$ cat src/rtl/landmark_assoc_seq.sv
// Data-association sequencer: sweeps l_k = 1..lm_num per observation,
// launches one association round each, then emits an UPD/NEW/FAIL result.
//
// Ports:
//   clk, sys_rst_n            clock, async active-low reset
//   obs_valid / obs_ready     observation handshake (ready only in IDLE)
//   l_k                       landmark index to the mapper datapath
//   assoc_start / assoc_done  per-landmark association round pulses
//   assoc_status, assoc_l_k   mapper decision and best-match index
//   res_valid / res_ready     result handshake; res_type, res_l_k payload
//   lm_num, lm_full           landmark count in map and full flag
module landmark_assoc_seq #(
    parameter int ROW_LEN = 10,
    parameter int L_MAX   = 500,
    parameter int SETTLE  = 2
) (
    input  logic               clk,
    input  logic               sys_rst_n,
    input  logic               obs_valid,
    output logic               obs_ready,
    output logic [ROW_LEN-1:0] l_k,
    output logic               assoc_start,
    input  logic               assoc_done,
    input  logic [1:0]         assoc_status,
    input  logic [ROW_LEN-1:0] assoc_l_k,
    output logic               res_valid,
    input  logic               res_ready,
    output logic [1:0]         res_type,
    output logic [ROW_LEN-1:0] res_l_k,
    output logic [ROW_LEN-1:0] lm_num,
    output logic               lm_full
);

    localparam logic [1:0] T_NEW  = 2'b01;
    localparam logic [1:0] T_UPD  = 2'b10;
    localparam logic [1:0] T_FAIL = 2'b11;
    localparam int CW = $clog2(SETTLE + 2);
    localparam logic [ROW_LEN-1:0] LMAX_W = ROW_LEN'(L_MAX);
    localparam logic [ROW_LEN-1:0] ONE_W  = ROW_LEN'(1);

    typedef enum logic [2:0] {
        S_IDLE, S_START, S_WAIT, S_NEXT, S_SETTLE, S_DECIDE, S_OUT
    } state_t;

    state_t             r_state;
    logic [CW-1:0]      r_cnt;
    logic [ROW_LEN-1:0] r_l_k;
    logic               r_start;
    logic               r_res_valid;
    logic [1:0]         r_res_type;
    logic [ROW_LEN-1:0] r_res_l_k;
    logic [ROW_LEN-1:0] r_lm_num;

    logic               w_full;
    logic [1:0]         w_type;
    logic [ROW_LEN-1:0] w_lk;

    assign w_full = (r_lm_num == LMAX_W);

    // Mapper decision; only consumed in DECIDE. A best-match index outside
    // the current map is treated as a failed association.
    always_comb begin
        w_type = T_FAIL;
        w_lk   = '0;
        unique case (assoc_status)
            T_UPD: begin
                if (assoc_l_k != '0 && assoc_l_k <= r_lm_num) begin
                    w_type = T_UPD;
                    w_lk   = assoc_l_k;
                end
            end
            T_NEW: begin
                if (!w_full) begin
                    w_type = T_NEW;
                    w_lk   = r_lm_num + ONE_W;
                end
            end
            default: begin
            end
        endcase
    end

    always_ff @(posedge clk or negedge sys_rst_n) begin
        if (!sys_rst_n) begin
            r_state     <= S_IDLE;
            r_cnt       <= '0;
            r_l_k       <= '0;
            r_start     <= 1'b0;
            r_res_valid <= 1'b0;
            r_res_type  <= 2'b00;
            r_res_l_k   <= '0;
            r_lm_num    <= '0;
        end else begin
            r_start <= 1'b0;
            case (r_state)
                S_IDLE: begin
                    if (obs_valid) begin
                        if (r_lm_num == '0) begin
                            // Empty map: nothing to sweep, new landmark 1.
                            r_res_valid <= 1'b1;
                            r_res_type  <= T_NEW;
                            r_res_l_k   <= ONE_W;
                            r_l_k       <= ONE_W;
                            r_state     <= S_OUT;
                        end else begin
                            r_l_k   <= ONE_W;
                            r_start <= 1'b1;
                            r_state <= S_START;
                        end
                    end
                end
                S_START: r_state <= S_WAIT;
                S_WAIT: begin
                    if (assoc_done) r_state <= S_NEXT;
                end
                S_NEXT: begin
                    if (r_l_k == r_lm_num) begin
                        r_cnt   <= CW'(SETTLE);
                        r_state <= S_SETTLE;
                    end else begin
                        r_l_k   <= r_l_k + ONE_W;
                        r_start <= 1'b1;
                        r_state <= S_START;
                    end
                end
                S_SETTLE: begin
                    // Spends SETTLE cycles here before status is trusted.
                    if (r_cnt <= CW'(1)) r_state <= S_DECIDE;
                    else r_cnt <= r_cnt - CW'(1);
                end
                S_DECIDE: begin
                    r_res_valid <= 1'b1;
                    r_res_type  <= w_type;
                    r_res_l_k   <= w_lk;
                    r_l_k       <= w_lk;
                    r_state     <= S_OUT;
                end
                S_OUT: begin
                    if (res_ready) begin
                        if (r_res_type == T_NEW && !w_full)
                            r_lm_num <= r_lm_num + ONE_W;
                        r_res_valid <= 1'b0;
                        r_res_type  <= 2'b00;
                        r_res_l_k   <= '0;
                        r_l_k       <= '0;
                        r_state     <= S_IDLE;
                    end
                end
                default: r_state <= S_IDLE;
            endcase
        end
    end

    assign obs_ready   = (r_state == S_IDLE);
    assign l_k         = r_l_k;
    assign assoc_start = r_start;
    assign res_valid   = r_res_valid;
    assign res_type    = r_res_type;
    assign res_l_k     = r_res_l_k;
    assign lm_num      = r_lm_num;
    assign lm_full     = w_full;

endmodule

$ cat config.mk
export PLATFORM = sky130hd
export DESIGN_NAME = landmark_assoc_seq
export DESIGN_NICKNAME = d
export VERILOG_FILES = /design/src/rtl/landmark_assoc_seq.sv
export SDC_FILE = /design/constraint.sdc
export NUM_CORES = 1
export LEC_CHECK = 0
export ABC_AREA = 0
export CAP_MARGIN = 20
export CORE_MARGIN = 1.5
export CORE_UTILIZATION = 52
export CTS_CLUSTER_SIZE = 30
export DETAILED_ROUTE_END_ITERATION = 6
export GPL_ROUTABILITY_DRIVEN = 0
export PLACE_DENSITY = 0.89
export SYNTH_ARGS = -nofsm -noshare
export SYNTH_HDL_FRONTEND = slang
export SYNTH_SLANG_ARGS = --single-unit
$ cat constraint.sdc
create_clock -name clk -period 2.6 [get_ports clk]
set_input_delay 0.52 -clock clk [delete_from_list [all_inputs] [get_ports clk]]
set_output_delay 0.52 -clock clk [all_outputs]
set_load 0.005 [all_outputs]
Yosys cells after proc, flatten, opt, wreduce, memory -nomap -nowiden
Cells that the tools add are included.
{"block": "totals", "ff_bits": 39, "latch_bits": 0, "ramBits": 0, "romBits": 0, "inputBits": 17, "mem_count": 0}
{"block": "op_classes", "add_sub_neg": 3, "multipliers": 0, "div_mod_pow": 0, "n_lt_le_gt_ge": 2, "eq_ne": 19, "n_shift": 0, "mux": 35, "n_bitwise": 0, "n_reduce_logical": 14}
{"cell": "10-bit 2-to-1 mux", "count": 7}
{"cell": "10-bit one-hot mux with 4 select lines", "count": 1}
{"cell": "10-bit one-hot mux with 3 select lines", "count": 1}
{"cell": "3-bit one-hot mux with 7 select lines", "count": 1}
{"cell": "10-bit by 1-bit adder with 10-bit output (second input constant)", "count": 2}
{"cell": "10-bit one-hot mux with 2 select lines", "count": 1}
{"cell": "3-bit 2-to-1 mux", "count": 6}
{"cell": "2-bit != test (second input constant)", "count": 7}
{"cell": "2-bit 2-to-1 mux", "count": 6}
{"cell": "4-bit AND reduction", "count": 3}
{"cell": "10-bit equality test", "count": 1}
{"cell": "10-bit by 9-bit equality test with 1-bit output (second input constant)", "count": 1}
{"cell": "10-bit less-or-equal comparator", "count": 1}
{"cell": "10-bit logical NOT", "count": 1}
{"cell": "10-bit nonzero test", "count": 1}
{"cell": "3-bit equality test (second input constant)", "count": 3}
{"cell": "2-bit one-hot mux with 2 select lines", "count": 2}
{"cell": "1-bit 2-to-1 mux", "count": 7}
{"cell": "3-bit by 2-bit equality test with 1-bit output (second input constant)", "count": 2}
{"cell": "2-bit one-hot mux with 3 select lines", "count": 1}
{"cell": "3-bit AND reduction", "count": 2}
{"cell": "2-bit by 1-bit equality test with 1-bit output (second input constant)", "count": 2}
{"cell": "4-bit nonzero test", "count": 1}
{"cell": "3-bit by 1-bit equality test with 1-bit output (second input constant)", "count": 1}
{"cell": "11 further kinds", "count": 12}

Logic depth before layout (Yosys ltp)
{"block": "logic_depth", "ltp_word": 5, "ltp_mapped": 10, "depth_no_buf": 8}

Least setup slack after synthesis
OpenSTA, ideal clock, no wires.
{"block": "synth_timing", "kind": "flip-flop to flip-flop", "startpoint": "register r_lm_num[8] (netlist: lm_num[8])", "endpoint": "register r_l_k[4] (netlist: l_k[4])", "arrival_time_ns": 2.252, "required_ns": 2.535, "slack_ns": 0.283, "path_stages_with_launch": 11, "cell_sequence": "dfrtp_1 > clkbuf_1 > inv_1 > ha_1 > nand4_1 > a211oi_1 > or4b_1 > a21oi_1 > buf_2 > a22o_1 > a211o_1"}
{"block": "synth_between", "elab_chain_len": 5, "word_cells_on_any_way": 10, "cone_classes": "order compare: 1; eq/ne: 3; mux: 4; reduce/logical: 2"}
{"item": "from (decl)", "line_no": "52", "text": "logic [ROW_LEN-1:0] r_lm_num;"}
{"item": "from (signal assigned)", "line_no": "141", "text": "r_lm_num <= r_lm_num + ONE_W;"}
{"item": "10-bit less-or-equal comparator", "line_no": "67", "text": "if (assoc_l_k != '0 && assoc_l_k <= r_lm_num) begin"}
{"item": "1-bit logical AND", "line_no": "67"}
{"item": "10-bit 2-to-1 mux", "line_no": "67"}
{"item": "10-bit one-hot mux with 2 select lines", "line_no": "65", "text": "unique case (assoc_status)"}
{"item": "10-bit one-hot mux with 4 select lines", "line_no": "95", "text": "case (r_state)"}
{"item": "to (signal assigned)", "line_no": "121", "text": "r_l_k <= r_l_k + ONE_W;"}
{"item": "to (signal assigned)", "line_no": "135", "text": "r_l_k <= w_lk;"}
{"item": "to (decl)", "line_no": "47", "text": "logic [ROW_LEN-1:0] r_l_k;"}
Several ways; a longest one is shown, not always the timed one.
A chain may end at the register's enable or synchronous reset.

Worst setup path in the final report
{"block": "layout_timing", "startpoint": "input assoc_l_k[3]", "endpoint": "register r_l_k[4] (netlist: l_k[4])"}
{"block": "layout_between", "elab_chain_len": 5, "word_cells_on_any_way": 6, "cone_classes": "order compare: 1; mux: 3; reduce/logical: 2"}
{"item": "from (decl)", "line_no": "25", "text": "input logic [ROW_LEN-1:0] assoc_l_k,"}
{"item": "10-bit less-or-equal comparator / 10-bit nonzero test (equally long branches)", "line_no": "67"}
{"item": "1-bit logical AND (*)", "line_no": "67"}
{"item": "10-bit 2-to-1 mux (*)", "line_no": "67"}
{"item": "10-bit one-hot mux with 2 select lines (*)", "line_no": "65"}
{"item": "10-bit one-hot mux with 4 select lines (*)", "line_no": "95"}
Mark *: on every way between the ends. The rest lies on a longest branch, timed or not.

==> out/qor.csv <==
metric;value;unit
family with the most delay on the worst path;compound AO/OA/AOI/OAI gates;
met1 Use GR;39.6;%
Peak Freq;0.397;GHz
Fin Setup TNS;0;ps
htree depth;2;
num ports;53;
Final period util;96.9;%
crit path launch type;input pin;
pre-CTS setup slack;-226;ps
Clock Sinks;39;
Area contributors post-synth;dfrtp_1, ha_1, xnor2_1;
Synth cell types;52;
Tot GR Track Use;29.2;%
share of cells above drive strength 1;11.2;%
GR Overflow Total;0;
CTS tree;yes;
Final Max Tran Viols;0;
worst r2r src;lm_num[9];
first-pass GRT wire length;12300;um
Vias/cell;6.24;
asr flop ratio synth;100;%
initial antenna violation count;0;
root buffer cell;clkbuf_8;
Syn Nets;346;
relative slew slack;38.2;%
Clk Latency, worst-skew pair;300;ps
r2r worst-path depth;9;
Mapped Area;0.00271;mm^2
Die Y;75.2;um
Hold Vio Cnt, Final;0;
HPWL Detailed;5860;um
cell leakage power;0.00160;uW
clock slew seen by the registers of the worst setup and hold paths;80;ps
Layout Cells excl Fill;455;
starting density of the core;53.4;%
Routed WL;7870;um
1st-iter DRT viols;522;
DRC Markers;0;
Final Setup Violations;0;
CTS Hold Buffers Added;0;
top-area cell type share of the netlist area;36.0;%
CTS Buffer Depth;2;
Synth area leader;dfrtp_1;
crit path capture type;flip-flop;
Die Area;0.00565;mm^2
VDD IR max;0.430;mV
CP Data Required Time;2830;ps
router iterations before antenna repair;5;
critical-path cell list;clkdlybuf4s50_1 > ha_1 > a211oi_2 > nor2_1 > or4b_1 > a21oi_2 > buf_4 > a22o_1 > a211o_1;
worst min-delay path category;input pin to async pin;
Avg WL per Cell;17.3;um
Crit Path Class;input pin to flip-flop;
MaxCap Viol Count;0;
Crit path arrival time;2750;ps
WHS;356;ps
Max Fanout on Critical Path;6;
Chip Width;75.2;um
Post-synth EDFFs;0;
busiest grt layer;met2;
register area share after synthesis;36.0;%
Layout Nets;417;
crit path buf inv count;2;
FF-to-FF End;l_k[4];
power per cell area;621;mW/mm^2
dpl cells;446;
CORE AREA;0.00507;mm^2
GR Layer Usage met3;5.35;%
number of inserted diodes;0;
met2 Resource Use GR;46.6;%
YS warnings;0;
fillcell total;411;
largest stage delay on the critical path;540;ps
floorplan row count;26;
worst-margin pin slew;927;ps
most common cell after layout, fill and taps aside;clkdlybuf4s50_1;
clock skew;6.31;ps
reg2reg setup slack;170;ps
largest net degree at the start of global routing;40;
CTS Buf Count;5;
final worst path period need;2520;ps
DR vias;2839;
number of global-route vias before repair;2560;
Syn Inst Count;313;
run status;finished, final reports clean;
most frequent cells in the layout;clkdlybuf4s50_1, dfrtp_1, nand2_1;
Setup WS post-layout;79.8;ps
Syn Area/Cell;8.65;um^2
Post-CTS Setup Inserts;0;
CP max-delay cell;or4b_1;
antenna viol nets, final;0;
layout overhead on the synthesized area;30.9;%
#FFs+latches synth;39;
PortBufs;52;
Top FF cell, synth;dfrtp_1;
## per-stage QoR
| step | util, % | total power, uW | area (um^2) |
|---|---|---|---|
| after floorplan | - | 1360 | 2710 |
| after global placement | 67.8 | 1740 | 3440 |
| after detailed placement | 67.8 | 1780 | 3440 |
| after CTS | 69.4 | 2180 | 3520 |
| after global routing | 69.9 | 2330 | 3550 |
| final | 69.9 | 2200 | 3550 |
## layer usage
layer,vias up,part of all wire (%)
met5,-,0
met4,0,2.7
met3,29,8.7
met2,194,48
met1,1328,41
li1,1288,-
## power by group
| part | leakage (uW) | internal (uW) | switching [uW] |
|---|---|---|---|
| Clock | 0.0000422 | 189 | 218 |
| Sequential | 0.000480 | 684 | 128 |
| Combinational | 0.00108 | 456 | 528 |
| Total | 0.00160 | 1330 | 874 |
## Yosys cell counts, types with 5 or more instances
cell type and count:
clkbuf_1 10, ha_1 16, nand2_1 33, a21oi_1 15
a21o_1 5, nand3b_1 5, nor3_1 9, xor2_1 8
inv_1 22, o21ai_0 11, nor2_1 20, dfrtp_1 39
a31oi_1 5, nand4_1 7, nand3_1 15, a22o_1 5
xnor2_1 16
## sequential cells by signal (all words and copies together), names as in the netlist
register / cells
assoc_start: 1
res_l_k: 10
l_k: 10
lm_num: 10
res_type: 2
res_valid: 1
r_cnt: 2
r_state: 3
## logic make-up (layout without fill, tap and decap cells)
| kind of cell | after synthesis | in the layout | share of synthesized area [%] |
|---|---|---|---|
| multiplexers | 1 | 1 | 0.370 |
| XOR/XNOR | 24 | 24 | 7.76 |
| AO/OA/AOI/OAI | 77 | 77 | 19.8 |
| buffers and inverters | 37 | 109 | 5.59 |
| AND/OR/NAND/NOR | 119 | 119 | 23.0 |
| adder cells (fa/ha/maj) | 16 | 16 | 7.39 |
| flip-flops | 39 | 39 | 36.0 |
## layout make-up
cell class	instances	area [um^2]	share of cell area (%)
clock buffers	7	76.3	2.15
clock inverters	1	5.00	0.141
inverters	22	82.6	2.33
multi-input cells	237	1610	45.3
flip-flops and latches	39	976	27.5
well taps	70	87.6	2.47
repair buffers	79	714	20.1
## how the worst max path moves through the flow
stage,start,endpoint,slack [ps],depth (start not counted)
floorplan,lm_num[8],l_k[4],280,10
global placement,assoc_l_k[3],l_k[1],-140,9
detailed placement,assoc_l_k[9],l_k[4],-230,9
CTS,assoc_l_k[3],l_k[4],70,9
global route,assoc_l_k[3],l_k[6],-40,9
finish,assoc_l_k[3],l_k[4],80,9
## what timing repair did
item	CTS	global route
hold endpoints to repair	0	0
pin swaps	0	1
cloned	0	1
setup endpoints to repair	1	14
gates resized for setup	3	4
Note: power is estimated with default switching activity, not from simulation.
